===== config.mk =====
export PLATFORM = sky130hd
export DESIGN_NAME = spi_sram_responder
export DESIGN_NICKNAME = d
export VERILOG_FILES = /design/src/rtl/spi_sram_responder.sv
export SDC_FILE = /design/constraint.sdc
export NUM_CORES = 1
export LEC_CHECK = 0
export ABC_AREA = 1
export BUFFER_PORTS_ARGS = -buffer_cell sky130_fd_sc_hd__buf_2
export CAP_MARGIN = 20
export CORE_MARGIN = 2
export CORE_UTILIZATION = 24
export DETAILED_ROUTE_END_ITERATION = 7
export PLACE_DENSITY_LB_ADDON = 0.08
export SKIP_CTS_REPAIR_TIMING = 1
export SKIP_LAST_GASP = 1
export SLEW_MARGIN = 10
export SYNTH_ARGS = -nofsm -noshare
export SYNTH_HDL_FRONTEND = slang
export SYNTH_SLANG_ARGS = --single-unit

===== constraint.sdc =====
create_clock -name clk_i -period 2.6 [get_ports clk_i]
set_input_delay 0.78 -clock clk_i [delete_from_list [all_inputs] [get_ports clk_i]]
set_output_delay 0.78 -clock clk_i [all_outputs]
set_load 0.05 [all_outputs]

===== src/rtl/spi_sram_responder.sv =====
// SPI mode-0 responder bridging a byte-wide SRAM: 0x03 read / 0x02 write, 16-bit address, unlimited bursts.
// SCLK is oversampled on clk; all SPI inputs are synchronized before use.
module spi_sram_responder #(
  parameter int unsigned CLK_DIV_MIN = 4
) (
  input  logic        clk_i,
  input  logic        reset_i,
  input  logic        spi_cs_n_i,
  input  logic        spi_sclk_i,
  input  logic        spi_mosi_i,
  output logic        spi_miso_o,
  output logic [15:0] mem_addr_o,
  output logic [7:0]  mem_wdata_o,
  output logic        mem_we_o,
  output logic        mem_re_o,
  input  logic [7:0]  mem_rdata_i,
  output logic        busy_o
);

  localparam int unsigned ADDR_W = 16;
  localparam int unsigned DATA_W = 8;
  localparam int unsigned CNT_W  = 4;
  localparam logic [7:0]  CMD_READ  = 8'h03;
  localparam logic [7:0]  CMD_WRITE = 8'h02;

  typedef enum logic [2:0] {
    ST_IDLE   = 3'd0,
    ST_CMD    = 3'd1,
    ST_ADDR   = 3'd2,
    ST_READ   = 3'd3,
    ST_WRITE  = 3'd4,
    ST_IGNORE = 3'd5
  } state_e;

  // Minimum SCLK phase length is a timing assumption only; no logic depends on it.
  logic unused_clk_div_c;
  assign unused_clk_div_c = ^32'(CLK_DIV_MIN);

  logic [1:0]        cs_sync_q, sclk_sync_q, mosi_sync_q;
  logic              cs_prev_q, sclk_prev_q;
  state_e            state_q, state_d;
  logic [CNT_W-1:0]  bit_cnt_q, bit_cnt_d;
  logic [ADDR_W-1:0] shift_q, shift_d;
  logic              is_read_q, is_read_d;
  logic [DATA_W-1:0] tx_q, tx_d;
  logic              miso_q, miso_d;
  logic [ADDR_W-1:0] addr_q, addr_d;
  logic [DATA_W-1:0] wdata_q, wdata_d;
  logic              we_q, we_d;
  logic              re_q, re_d;
  logic              load_q, load_d;
  logic              busy_q, busy_d;

  logic              cs_s, sclk_s, mosi_s;
  logic              cs_fall, cs_rise, sclk_rise, sclk_fall;
  logic [ADDR_W-1:0] shift_in;

  assign cs_s      = cs_sync_q[1];
  assign sclk_s    = sclk_sync_q[1];
  assign mosi_s    = mosi_sync_q[1];
  assign cs_fall   = cs_prev_q & ~cs_s;
  assign cs_rise   = ~cs_prev_q & cs_s;
  assign sclk_rise = ~sclk_prev_q & sclk_s;
  assign sclk_fall = sclk_prev_q & ~sclk_s;
  assign shift_in  = {shift_q[ADDR_W-2:0], mosi_s};

  // CS sync flops reset low so a CS already asserted at release is not seen as a new falling edge.
  always_ff @(posedge clk_i) begin
    if (!reset_i) begin
      cs_sync_q   <= '0;
      sclk_sync_q <= '0;
      mosi_sync_q <= '0;
      cs_prev_q   <= 1'b0;
      sclk_prev_q <= 1'b0;
      state_q     <= ST_IDLE;
      bit_cnt_q   <= '0;
      shift_q     <= '0;
      is_read_q   <= 1'b0;
      tx_q        <= '0;
      miso_q      <= 1'b0;
      addr_q      <= '0;
      wdata_q     <= '0;
      we_q        <= 1'b0;
      re_q        <= 1'b0;
      load_q      <= 1'b0;
      busy_q      <= 1'b0;
    end else begin
      cs_sync_q   <= {cs_sync_q[0], spi_cs_n_i};
      sclk_sync_q <= {sclk_sync_q[0], spi_sclk_i};
      mosi_sync_q <= {mosi_sync_q[0], spi_mosi_i};
      cs_prev_q   <= cs_s;
      sclk_prev_q <= sclk_s;
      state_q     <= state_d;
      bit_cnt_q   <= bit_cnt_d;
      shift_q     <= shift_d;
      is_read_q   <= is_read_d;
      tx_q        <= tx_d;
      miso_q      <= miso_d;
      addr_q      <= addr_d;
      wdata_q     <= wdata_d;
      we_q        <= we_d;
      re_q        <= re_d;
      load_q      <= load_d;
      busy_q      <= busy_d;
    end
  end

  always_comb begin
    state_d   = state_q;
    bit_cnt_d = bit_cnt_q;
    shift_d   = shift_q;
    is_read_d = is_read_q;
    tx_d      = tx_q;
    miso_d    = miso_q;
    addr_d    = addr_q;
    wdata_d   = wdata_q;
    we_d      = 1'b0;
    re_d      = 1'b0;
    // Read data is valid the clk after the strobe; capture it one clk after that.
    load_d    = re_q;

    if (load_q) begin
      tx_d = mem_rdata_i;
    end
    if (we_q) begin
      addr_d = addr_q + ADDR_W'(1);
    end

    if (cs_rise) begin
      // CS release beats any same-clk SCLK edge and drops partial bytes and prefetches.
      state_d   = ST_IDLE;
      bit_cnt_d = '0;
      shift_d   = '0;
      tx_d      = '0;
      miso_d    = 1'b0;
      load_d    = 1'b0;
    end else begin
      unique case (state_q)
        ST_IDLE: begin
          if (cs_fall) begin
            state_d   = ST_CMD;
            bit_cnt_d = '0;
            shift_d   = '0;
            tx_d      = '0;
            miso_d    = 1'b0;
          end
        end
        ST_CMD: begin
          if (sclk_rise) begin
            shift_d   = shift_in;
            bit_cnt_d = bit_cnt_q + CNT_W'(1);
            if (bit_cnt_q == CNT_W'(7)) begin
              bit_cnt_d = '0;
              if (shift_in[DATA_W-1:0] == CMD_READ) begin
                state_d   = ST_ADDR;
                is_read_d = 1'b1;
              end else if (shift_in[DATA_W-1:0] == CMD_WRITE) begin
                state_d   = ST_ADDR;
                is_read_d = 1'b0;
              end else begin
                state_d   = ST_IGNORE;
              end
            end
          end
        end
        ST_ADDR: begin
          if (sclk_rise) begin
            shift_d   = shift_in;
            bit_cnt_d = bit_cnt_q + CNT_W'(1);
            if (bit_cnt_q == CNT_W'(15)) begin
              bit_cnt_d = '0;
              addr_d    = shift_in;
              if (is_read_q) begin
                re_d    = 1'b1;
                state_d = ST_READ;
              end else begin
                state_d = ST_WRITE;
              end
            end
          end
        end
        ST_READ: begin
          if (sclk_fall) begin
            miso_d = tx_q[DATA_W-1];
            tx_d   = {tx_q[DATA_W-2:0], 1'b0};
          end
          // Prefetch on the edge sampling bit 0 so the next byte is loaded before the next fall.
          if (sclk_rise) begin
            bit_cnt_d = bit_cnt_q + CNT_W'(1);
            if (bit_cnt_q == CNT_W'(7)) begin
              bit_cnt_d = '0;
              addr_d    = addr_q + ADDR_W'(1);
              re_d      = 1'b1;
            end
          end
        end
        ST_WRITE: begin
          if (sclk_rise) begin
            shift_d   = shift_in;
            bit_cnt_d = bit_cnt_q + CNT_W'(1);
            if (bit_cnt_q == CNT_W'(7)) begin
              bit_cnt_d = '0;
              wdata_d   = shift_in[DATA_W-1:0];
              we_d      = 1'b1;
            end
          end
        end
        ST_IGNORE: begin
          miso_d = 1'b0;
        end
        default: begin
          state_d = ST_IDLE;
        end
      endcase
    end

    busy_d = (state_d != ST_IDLE);
  end

  assign spi_miso_o  = miso_q;
  assign mem_addr_o  = addr_q;
  assign mem_wdata_o = wdata_q;
  assign mem_we_o    = we_q;
  assign mem_re_o    = re_q;
  assign busy_o      = busy_q;

endmodule

# Yosys cells after proc, flatten, opt, wreduce, memory -nomap -nowiden
# Index checks and enable logic that the tools add are counted.
# Widths: inputs -> output; s select.
classes:
  n_addsub: 2
  mul: 0
  n_div: 0
  magnitude_cmp: 0
  n_eq_ne: 14
  shifts: 0
  n_mux: 41
  n_bitwise: 11
  reduce_logical: 16
op_table:
  columns: ["cell", "count"]
  rows:
  - ["$mux 16", 6]
  - ["$pmux 16 s2", 1]
  - ["$mux 15", 2]
  - ["$pmux 15 s2", 1]
  - ["$mux 3", 9]
  - ["$mux 8", 3]
  - ["$mux 4", 5]
  - ["$add 16x1->16 const B", 1]
  - ["$eq 8x2->1 const B", 2]
  - ["$pmux 8 s2", 1]
  - ["$pmux 3 s4", 1]
  - ["$pmux 4 s3", 1]
  - ["$reduce_or 3->1", 4]
  - ["$mux 1", 9]
  - ["$reduce_bool 3->1", 3]
  - ["$reduce_and 4->1", 2]
  - ["$not 1->1", 7]
  - ["$eq 3x2->1 const B", 2]
  - ["$eq 3x3->1 const B", 2]
  - ["$ne 2x2->1 const B", 3]
  - ["$reduce_and 3->1", 2]
  - ["$reduce_and 5->1", 1]
  - ["$add 4x1->4 const B", 1]
  - ["$and 1x1->1", 4]
  - ["9 further kinds", 11]
word_totals:
  reg_bits: 68
  latch_bits: 0
  ramBits: 0
  mem_bits_ro: 0
  input_bits: 13
  output_inout_bits: 28
  word_cells: 101
  n_memories: 0

# Logic depth before layout (Yosys ltp)
logic_depth:
  ltp_word: 8
  ltp_mapped: 14
  depth_no_buf: 13

# Worst setup path before layout
# No wires, ideal clock.
synth_timing:
  path_type: "reg-to-reg"
  startpoint: "reg addr_q[0] (netlist: mem_addr_o[0])"
  endpoint: "reg addr_q[12] (netlist: mem_addr_o[12])"
  setup_ns: 0.117
  arrival_ns: 1.741
  required_time_ns: 2.483
  setup_slack_ns: 0.742
  stages_incl_launch_ff: 9
  n_path_buf: 0
  synth_period_minus_slack_ns: 1.858
  cell_sequence: "dfxtp_1 -> ha_1 -> nand2_1 -> nor2_1 -> nand4_1 -> nand3_1 -> nand2_1 -> o21ai_0 -> nor2_1"
synth_between:
  elab_chain_cells: 6
  elab_cells_between_ends: 8
  cone_classes: "add/sub: 1; mux: 7"
synth_rtl:
  columns: ["element", "line", "source"]
  rows:
  - ["from (decl)", "47", "logic [ADDR_W-1:0] addr_q, addr_d;"]
  - ["from (signal assigned)", "99", "addr_q <= addr_d;"]
  - ["$add 16x1->16 (*)", "126, 192", null]
  - ["$mux 16", "125", "if (we_q) begin"]
  - ["$mux 16, on equally long branches", "190, 170", null]
  - ["$mux 16, on equally long branches", "188, 167", null]
  - ["$pmux 16 s2", "138", "unique case (state_q)"]
  - ["$mux 16 (*)", "129", "if (cs_rise) begin"]
# Mark *: on every way between the ends. The rest lies on a longest branch, timed or not.
# A chain may end at the register's enable or synchronous reset.

# Worst setup path in the final report
layout_timing:
  startpoint: "reg we_q (netlist: mem_we_o)"
  endpoint: "out mem_we_o"
layout_rtl:
  columns: ["element", "line", "source"]
  rows:
  - ["from (decl)", "49", "logic we_q, we_d;"]
  - ["from (signal assigned)", "101", "we_q <= we_d;"]
  - ["to (decl)", "14", "output logic mem_we_o,"]
# No word-level cell between the ends.

==> results_dict.tcl <==
set metrics [dict create \
    core-area_sq_um 15100 \
    synthDominantCellAreaShare_pct 36.7 \
    antenna_found_initial 0 \
    ant_nets 0 \
    cts_tree "yes" \
    fin_setup_tns_ns 0 \
    syn_nets 554 \
    start_util_pct 24.5 \
    antennaDiodeCount 0 \
    vias 3489 \
    ys_seq_area_share_pct 36.7 \
    fin_crit_ns 2.27 \
    crit_path_top_delay_cell "dfxtp_1" \
    grt_max_degree 25 \
    fin_ws_ns 0.326 \
    drtPass1Iterations 5 \
    syn-cell-area_sq_um 3710 \
    h-tree-depth 3 \
    globalplace.congestion 0.808 \
    slowest_delay_ns 0.76 \
    syn_inst 539 \
    cp_max_fo 17 \
    drive_above_1_share_pct 19.8 \
    io_pins 41 \
    hold_viol_final 0 \
    cap_violations 0 \
    numCtsBuffers 9 \
    final_area_sq_um 4420 \
    crit_type "reg2out" \
    power.total_mw 2.57 \
    path_delay_family "flip-flops" \
    fin_worst_skew_ns 0.00931 \
    critPathBufInv 1 \
    cts_sinks 68 \
    ir_drop_v 0.000282 \
    dieArea_sq_um 16500 \
    die_w_um 128 \
    synthFlopType "dfxtp_1" \
    drt_iter0_drc 152 \
    cts.path.max_buffers 2 \
    crit_path_end_kind "primary output" \
    root_buffer "clkbuf_16" \
    overflow 0 \
    final_nets 595 \
    vias_per_cell 4.51 \
    placed_area_sq_um 4080 \
    fin_cells 773 \
    synth_cell_types 42 \
    ys_seq_elements 68 \
    dp_hpwl_mm 8.20 \
    fmax_ghz 0.440 \
    cp.arrival_ns 1.49 \
    cp.required_ns 1.82 \
    pre_cts_ws_ns 0.506 \
    p_leak_nw 1.93 \
    drc_errors 0 \
    area_growth_pct 19.1 \
    utilization_pct 29.2 \
    hold_path_class "reg2reg" \
    synth_edf_count 0 \
    fin_crit_sh_pct 87.5 \
    place_inst 757 \
    routed_wl_mm 11.1 \
    slew_headroom_pct 53.9 \
    grt_pass1_wl_mm 17.8 \
    slew_violations 0 \
    fin_hold_ws_ns 0.405 \
    synth_area_per_cell_sq_um 6.88 \
    rsz0062_at_grt "no" \
    yosys-top-cells-area "dfxtp_1 37%, nand2_1 12%, nand3_1 7.8%" \
    ys.warnings.count 0 \
    grt_pass1_vias 3334 \
    worstSetupStartpointType "flop" \
    async_flop_share_pct 0 \
    power.density_nw_per_um2 581 \
    grt_use_total_pct 14.2 \
    setup_viol 0 \
    clk_latency_ns 0.34 \
    wire_per_inst_um 14.4 \
    cp_cell_sequence "buf_2" \
    die_y_um 128 \
    status "completed" \
    synth_top_area_cell "dfxtp_1" \
    worst_slew_pin_slew_ns 0.690 \
    clk_pin_slew_ns 0.06 \
    port_buffers 40 \
    core.rowCount 45 \
]
## cells in the final DEF (no fill, tap or decap), types with 2 or more instances in the layout
| cell | n |
|---|---|
| nand2_1 | 122 |
| dfxtp_1 | 68 |
| inv_1 | 67 |
| nand3_1 | 58 |
| nor2_1 | 46 |
| buf_2 | 40 |
| a21oi_1 | 35 |
| o21ai_0 | 29 |
| nand2_2 | 15 |
| inv_2 | 12 |
| a21oi_2 | 9 |
| clkbuf_16 | 9 |
| nor2_2 | 5 |
| o211ai_1 | 5 |
| mux2i_1 | 5 |
| nand4_1 | 5 |
| o21ai_1 | 5 |
| nor3_1 | 5 |
| xnor2_1 | 4 |
| nand2_4 | 3 |
| nor2_4 | 3 |
| bufinv_16 | 3 |
| buf_4 | 3 |
| nand3_2 | 2 |
| o21bai_1 | 2 |
| o22ai_1 | 2 |
| o21ai_2 | 2 |
| o32ai_1 | 2 |
| ha_1 | 2 |
| clkinv_4 | 2 |
## cell usage after synthesis, drive strengths merged (4+ instances only)
master,n
nand2,140
inv,80
dfxtp,68
nand3,61
nor2,55
a21oi,44
o21ai,36
buf,8
nand4,6
nor3,6
clkbuf,5
mux2i,5
o211ai,5
xnor2,4
## state kept, by name (all words and copies together), names as in the netlist, 2 cells and up
name / flops
mem_addr_o: 16
sclk_sync_q: 2
mosi_sync_q: 2
cs_sync_q: 2
tx_q: 8
mem_wdata_o: 8
state_q: 3
bit_cnt_q: 4
shift_q: 15
## layout make-up
type	instances	area [sq um]
clock buffer	10	229
clock inverter	6	113
fill	1675	10700
inverter	80	303
multi-input combinational	378	1950
sequential	68	1360
tap	188	235
timing repair buffer	43	223
## report_power, final
| part | leakage (nW) | total [mW] | switching [mW] | internal, mW |
|---|---|---|---|---|
| Clock | 0.167 | 1.44 | 0.499 | 0.939 |
| Combinational | 1.21 | 0.0751 | 0.0552 | 0.0198 |
| Sequential | 0.549 | 1.05 | 0.00463 | 1.05 |
## routing by layer
| layer | routed length [um] | global-route usage [%] | vias to the layer above |
|---|---|---|---|
| met5 | 0 | 0 | - |
| met4 | 228 | 6.27 | 0 |
| met3 | 321 | 2.83 | 14 |
| met2 | 5160 | 22.7 | 49 |
| met1 | 5400 | 18.5 | 1594 |
| li1 | - | - | 1832 |
## kinds of logic after synthesis
group                    Yosys count  synth area share (%)
AND/OR/NAND/NOR                  271                  34.4
XOR/XNOR                           5                  1.18
adder cells (fa/ha/maj)            2                 0.674
buffers and inverters             93                  10.7
AO/OA/AOI/OAI                     95                  15.1
flip-flops                        68                  36.7
multiplexers                       5                  1.35
## worst paths after layout
kind,from,endpoint,slack [ns],cells past startpoint
max reg2reg,bit_cnt_q[0]$_SDFFE_PP0P_,mem_wdata_o[4]$_SDFFE_PN0P_,0.65,7
max,mem_we_o$_SDFF_PP0_,mem_we_o,0.33,1
min reg2reg,cs_sync_q[0]$_SDFF_PN0_,cs_sync_q[1]$_SDFF_PN0_,0.41,2
min,cs_sync_q[0]$_SDFF_PN0_,cs_sync_q[1]$_SDFF_PN0_,0.41,2
Power figures use the tool's default switching activity.
